===== src/rtl/seq_timing_pkg.sv =====
// Shared phase-window constants and Johnson-code helpers for the master sequencer.
package seq_timing_pkg;

  localparam int unsigned RAS_CPU_FIRST = 3;
  localparam int unsigned RAS_CPU_LAST  = 6;
  localparam int unsigned RAS_VID_FIRST = 11;
  localparam int unsigned RAS_VID_LAST  = 14;
  localparam int unsigned VID_FIRST     = 8;
  localparam int unsigned READY_FIRST   = 12;
  localparam int unsigned LOAD_PHASE    = 15;

  // Strobe bundle produced by the phase decoder.
  typedef struct packed {
    logic phi_n;
    logic cclk;
    logic ras_n;
    logic vid_sel;
    logic ready;
    logic load;
  } strobe_t;

  // Filling half (bit7 clear): phase = number of ones.
  // Draining half (bit7 set): phase = 8 + number of zeros.
  function automatic logic [3:0] johnson_to_phase(input logic [7:0] s);
    logic [3:0] ones;
    ones = '0;
    for (int i = 0; i < 8; i++) ones = ones + {3'd0, s[i]};
    if (!s[7] || (ones == 4'd8)) return ones;
    return 4'd8 + (4'd8 - ones);
  endfunction

  // Legal Johnson codes have at most one boundary between adjacent bits.
  function automatic logic johnson_valid(input logic [7:0] s);
    logic [2:0] edges;
    edges = '0;
    for (int i = 0; i < 7; i++) edges = edges + {2'd0, s[i] ^ s[i+1]};
    return (edges <= 3'd1);
  endfunction

endpackage


===== src/rtl/seq_timing_decode.sv =====
// Combinational map from a 4-bit phase index to the six system strobes.
module seq_phase_decode
  import seq_timing_pkg::*;
(
  input  logic [3:0] p,
  output strobe_t    strb
);

  // Window compares against the package phase constants.
  always_comb begin
    strb         = '0;
    strb.phi_n   = p[1];
    strb.cclk    = ~p[3];
    strb.ras_n   = ~(((32'(p) >= RAS_CPU_FIRST) && (32'(p) <= RAS_CPU_LAST)) ||
                     ((32'(p) >= RAS_VID_FIRST) && (32'(p) <= RAS_VID_LAST)));
    strb.vid_sel = (32'(p) >= VID_FIRST);
    strb.ready   = (32'(p) >= READY_FIRST);
    strb.load    = (32'(p) == LOAD_PHASE);
  end

endmodule


===== src/rtl/seq_timing.sv =====
// Master timing sequencer: 8-bit Johnson counter plus registered strobes
// decoded from the next phase so every output lines up with the S it sits beside.
module seq_timing
  import seq_timing_pkg::*;
(
  input  logic       CLK_n,
  input  logic       RESET_n,
  output logic [7:0] S,
  output logic [3:0] PHASE,
  output logic       PHI_n,
  output logic       CCLK,
  output logic       RAS_n,
  output logic       VID_SEL,
  output logic       READY,
  output logic       LOAD
);

  logic [7:0] s_q;
  logic [7:0] s_nxt;
  logic [3:0] p_q;
  logic [3:0] p_nxt;
  strobe_t    strb_nxt;
  strobe_t    strb_q;
  logic       legal;

  // Next state: shift on a legal code, otherwise fall back to phase 0.
  always_comb begin
    legal = johnson_valid(s_q);
    s_nxt = 8'h00;
    p_nxt = 4'd0;
    if (legal) begin
      s_nxt = {s_q[6:0], ~s_q[7]};
      p_nxt = johnson_to_phase(s_q) + 4'd1;
    end
  end

  seq_phase_decode u_dec (
    .p    (p_nxt),
    .strb (strb_nxt)
  );

  // State, phase and strobe registers; reset lands on decode(0).
  always_ff @(posedge CLK_n or negedge RESET_n) begin
    if (!RESET_n) begin
      s_q            <= 8'h00;
      p_q            <= 4'd0;
      strb_q         <= '0;
      strb_q.cclk    <= 1'b1;
      strb_q.ras_n   <= 1'b1;
    end else begin
      s_q    <= s_nxt;
      p_q    <= p_nxt;
      strb_q <= strb_nxt;
    end
  end

  assign S       = s_q;
  assign PHASE   = p_q;
  assign PHI_n   = strb_q.phi_n;
  assign CCLK    = strb_q.cclk;
  assign RAS_n   = strb_q.ras_n;
  assign VID_SEL = strb_q.vid_sel;
  assign READY   = strb_q.ready;
  assign LOAD    = strb_q.load;

endmodule


===== config.mk =====
export PLATFORM = sky130hd
export DESIGN_NAME = seq_timing
export DESIGN_NICKNAME = d
export VERILOG_FILES = /design/src/rtl/seq_timing_pkg.sv /design/src/rtl/seq_timing_decode.sv /design/src/rtl/seq_timing.sv
export SDC_FILE = /design/constraint.sdc
export NUM_CORES = 1
export LEC_CHECK = 0
export ABC_AREA = 1
export CAP_MARGIN = 15
export CORE_MARGIN = 4
export CORE_UTILIZATION = 56
export CTS_CLUSTER_DIAMETER = 120
export DETAILED_ROUTE_END_ITERATION = 12
export HOLD_SLACK_MARGIN = 0.03
export PLACE_DENSITY = 0.93
export RECOVER_POWER = 50
export REMOVE_ABC_BUFFERS = 1
export SLEW_MARGIN = 20
export SYNTH_ARGS = -nofsm -noshare
export SYNTH_HDL_FRONTEND = slang
export SYNTH_SLANG_ARGS = --single-unit

===== constraint.sdc =====
create_clock -name CLK_n -period 12.1 [get_ports CLK_n]
set_input_delay 3.63 -clock CLK_n [delete_from_list [all_inputs] [get_ports CLK_n]]
set_output_delay 3.63 -clock CLK_n [all_outputs]
set_load 0.01 [all_outputs]

* Word level (Yosys, flattened, before mapping) *
Index checks and enable logic that the tools add are counted.

operators by class
  add/sub/neg operators = 16
  order comparisons = 7
  equality and inequality tests = 2
  muxes and demuxes = 7
  bitwise gates (word level) = 10
  reductions and logical operators = 5

operator list
  operator                                             count
  adder 4 x 1 -> 4 bit                                 4
  2-to-1 mux 4 bit                                     4
  adder 3 x 1 -> 3 bit                                 4
  >= comparator 4 bit, second input constant           3
  == test 4 bit, second input constant                 2
  2-to-1 mux 8 bit                                     1
  bitwise XOR 1 bit                                    7
  adder 2 x 1 -> 3 bit                                 2
  adder 1 x 1 -> 2 bit                                 2
  adder 3 x 1 -> 4 bit                                 1
  adder 4 x 1 -> 4 bit, second input constant          1
  adder 4 bit, first input constant                    1
  >= comparator 4 x 2 -> 1 bit, second input constant  1
  <= comparator 4 x 3 -> 1 bit, second input constant  1
  <= comparator 4 bit, second input constant           1
  subtractor 4 bit, first input constant               1
  <= comparator 3 x 1 -> 1 bit, second input constant  1
  inverter 1 bit                                       3
  logical AND 1 bit                                    2
  logical OR 1 bit                                     2
  2-to-1 mux 1 bit                                     2
  zero test 1 bit                                      1

storage, ports and cells
  flip-flop bits (word level) = 18
  bits of input ports = 2
  output and inout bits = 18
  word-level logic and storage cells = 55

* Depth between registers and ports, before layout *
  depth after elaboration = 19
  mapped depth = 22
  depth with buffers taken out = 22

* Modules after synthesis *
From an unflattened synthesis, not the netlist that was laid out.

second synthesis, totals
  cell total of the unflattened synthesis = 121
  area total of the unflattened synthesis = 1117.3 um^2

by module, submodules not included
  module            times used  cells each  area an instance (um^2)  sequential area each (um^2)
  seq_timing        1           110         1071.0                   452.9
  seq_phase_decode  1           11          46.3                     0.0

* Worst setup path before layout *
No wires, ideal clock.

  path kind = register to output
  from = register p_q[1], in the netlist PHASE[1]
  to = output PHASE[1]
  arrival = 0.539 ns
  required time = 8.470 ns
  setup slack = 7.931 ns
  stages on the path, launching flop included = 2
  path buffers = 1
  path through = dfrtp_1 > buf_4

RTL lines
  what                      RTL line          source
  start: declaration        seq_timing.sv:20  logic [3:0] p_q;
  start signal: assignment  seq_timing.sv:52  p_q <= p_nxt;
  end: declaration          seq_timing.sv:9   output logic [3:0] PHASE,

No word-level cell between the ends.

* Worst setup path after layout *
  from = register s_q[7], in the netlist S[7]
  to = output S[7]

RTL lines
  what                      RTL line          source
  start: declaration        seq_timing.sv:18  logic [7:0] s_q;
  start signal: assignment  seq_timing.sv:51  s_q <= s_nxt;
  end: declaration          seq_timing.sv:8   output logic [7:0] S,

No word-level cell between the ends.

==> results.json <==
{
  "fp-row-count": 16,
  "maxSlewViolCount": 0,
  "worst_pin_slew_ps": 675,
  "synth-seq-area-share_pct": 35.5,
  "fp.dieArea_sq_um": 2810,
  "cts.clk_slew.worst_paths_ps": 90,
  "initial_utilization_pct": 58.5,
  "synth_warnings": 0,
  "crit-reg2reg-capture": "RAS_n",
  "number_of_buffers_added_by_the_clock_tree_synthesis_step": 3,
  "synth.ff_latch_count": 16,
  "share_of_the_cycle_needed_by_the_critical_path_after_routing_pct": 42.3,
  "area_growth_pct": 18.4,
  "max-cap-violations": 0,
  "r2r.worst_path.cells": 19,
  "cts-resized-gates": 0,
  "setup.worst_path.end_class": "primary output",
  "final_util_pct": 69.3,
  "tritoncts_num_sinks": 16,
  "synth_top_cell_area_share_pct": 30.8,
  "worstSetupPathDepth": 1,
  "postSynth.asyncResetShare_pct": 100,
  "crit_arrival_ps": 1490,
  "drt-pass1-iter-count": 4,
  "synth_cell_types": 23,
  "synth_fa_ha_area_share_pct": 20.7,
  "power-per-cell-area_nw_per_um2": 65.6,
  "peakVddDrop_mv": 0.0718,
  "synth-edff-count": 0,
  "synthTopCellsByArea": "dfrtp_1, fa_1, inv_1",
  "netlist_top_cells_count": "inv_1, nand2_1, dfrtp_1, nor2_1, nand2_2",
  "grt_start_max_net_pins": 17,
  "clock_tree_root": "clkbuf_4",
  "grt_antenna_before_repair": 0,
  "design.core.area_sq_um": 1940,
  "initialDrtViolationCount": 5,
  "number_of_ports_placed_on_the_die_boundary": 20,
  "fmax_mhz": 195,
  "fin_ws_ps": 6980,
  "post_synth_and_or_nand_nor_area_fraction_pct": 24.9,
  "setup_violators_final": 0,
  "critPathBufInv": 1,
  "design.final.nets": 164,
  "route.antenna.remaining_nets": 0,
  "tritoncts_clock_tree": "done",
  "cts.path.max_buffers": 2,
  "setup_total_neg_slack_ps": 0,
  "cpMaxStageDelayCell": "clkdlybuf4s50_1",
  "synth-compound-area-share_pct": 0.441,
  "chipWidth_microns": 53.0,
  "n_antenna_cell": 0,
  "dpl.hpwl_mm": 1.67,
  "rsz0062_at_grt": "no",
  "cts_setup_buffers": 0,
  "slowest_delay_ps": 630,
  "die_h_microns": 53.0,
  "final-hold-violation-count": 0,
  "syn-instance-count": 128,
  "total_via_count_after_detailed_routing": 816,
  "final_design_area_no_fill_sq_um": 1350,
  "min-delay-path-class": "reg -> reg",
  "insertion_delay_ps": 280,
  "totalWireLength_mm": 1.96,
  "first_pass_grt_wire_length_mm": 3.54,
  "holdBufCountCts": 0,
  "post-route-drc-count": 0,
  "layout-drive-gt1-share_pct": 13.6,
  "timing.critical_path.required_ps": 8470,
  "yosys.area_share.xor_xnor_pct": 5.40,
  "critPathCapture": "S[7]",
  "global_route_total_overflow": 0,
  "sequential_cell_area_sq_um": 403,
  "setup.reg_to_reg.worst_slack_ps": 7640,
  "port-buffer-count": 19,
  "postPlaceCellArea_sq_um": 1330,
  "h-tree-depth": 1,
  "synth_flop_cell": "dfrtp_1",
  "final_period_minus_worst_setup_slack_ps": 5120,
  "reg_to_reg_startpoint": "S[0]",
  "cp_cell_sequence": "clkdlybuf4s50_1",
  "vias_per_cell": 4.69,
  "number_of_global_route_vias_before_repair": 850,
  "synth_top_area_cell": "dfrtp_1",
  "clock_skew_ps": 8.62,
  "synth_most_common_cell": "inv_1",
  "multi_input_area_sq_um": 564,
  "timing.max_slew.rel_slack_pct": 54.9,
  "setup.worst_path.class": "reg -> out",
  "leakage_power_nw": 0.737,
  "cp-start-kind": "flip-flop",
  "post_synth_mux_area_share_pct": 0,
  "synthesis.area_sq_um": 1140,
  "pre_cts_slack_ps": 7280,
  "hold_ws_ps": 608,
  "average_wire_length_per_cell_after_detail_routing_microns": 11.3,
  "fillers": 173,
  "crit_start": "S[7]",
  "critical_path_peak_fanout": 10,
  "crit_family": "buffers and inverters",
  "mean_instance_size_in_the_synthesized_netlist_sq_um": 8.88,
  "outcome": "completed",
  "grt_usage_pct": 17.2,
  "routabilityCongestion": 0.771,
  "synth_top_family_by_area": "simple AND/OR/NAND/NOR gates"
}
==> cell families after synthesis <==
kind of cell	Yosys count
AND/OR/NAND/NOR	55
flip-flops	16
AO/OA/AOI/OAI	1
adder cells (fa/ha/maj)	14
XOR/XNOR	7
buffers and inverters	35
==> worst register-to-register path, cell delays in order (launching register included) <==
cell,delay [ps]
dfrtp_1,440
fa_1,560
inv_1,50
fa_1,450
fa_1,500
inv_1,50
ha_1,210
fa_1,520
inv_1,110
ha_1,160
clkinvlp_2,120
nor2_1,200
nand2_4,100
nand3_1,100
nand2_2,70
ha_1,260
inv_1,50
nor3_1,260
xnor2_1,150
inv_1,50
==> how the worst min path moves through the flow <==
stage | cells past startpoint | startpoint | to | slack (ps)
2_1_floorplan | 2 | S[0] | S[1] | 580
3_3_place_gp | 2 | S[0] | S[1] | 570
3_5_place_dp | 2 | S[3] | S[4] | 600
4_1_cts | 2 | S[1] | S[2] | 610
5_1_grt | 2 | S[3] | S[4] | 640
6_report | 2 | S[1] | S[2] | 610
==> per-layer routing <==
layer  wire length (microns)  vias to the layer above  part of all wire, %  track usage (%)
met5                       0                        -                    0                0
met4                      17                        0                 0.87             6.38
met3                      32                        2                  1.6             1.69
met2                    1100                       10                   56             32.4
met1                     812                      394                   41             19.6
li1                        -                      410                    -                -
==> through the flow <==
stage	std cells	power, mW
after floorplan	124	0.0545
after global placement	170	0.0557
after detailed placement	170	0.0558
after CTS	174	0.0892
after global routing	174	0.0919
final	174	0.0882
==> power breakdown <==
part	internal [mW]	switching [mW]
logic	0.000219	0.000934
clock network	0.0183	0.0154
registers	0.0535	0
total	0.0720	0.0163
==> flip-flops by register name (all words and copies together) (netlist names) <==
name,cells
CCLK,1
LOAD,1
PHASE,3
RAS_n,1
READY,1
S,8
VID_SEL,1
==> final cells by class <==
| type | count | share of cell area (%) |
|---|---|---|
| inverters | 31 | 8.74 |
| clock buffers | 4 | 2.70 |
| repair buffers | 19 | 14.1 |
| multi-input cells | 77 | 42.0 |
| well taps | 27 | 2.51 |
| flip-flops and latches | 16 | 30.0 |
==> placed cells by master, fill, tap and decap left out, drive strengths merged <==
master          n
clkdlybuf4s50  18
clkbuf          4
nand4           1
dfrtp          14
xor2            2
clkinv          1
inv            29
ha              6
nand3           8
clkinvlp        1
a21oi           1
dlygate4sd3     1
dfstp           2
nor2           16
nor3            1
xnor2           5
fa              8
nand2          29
(Power assumes the default switching activity.)
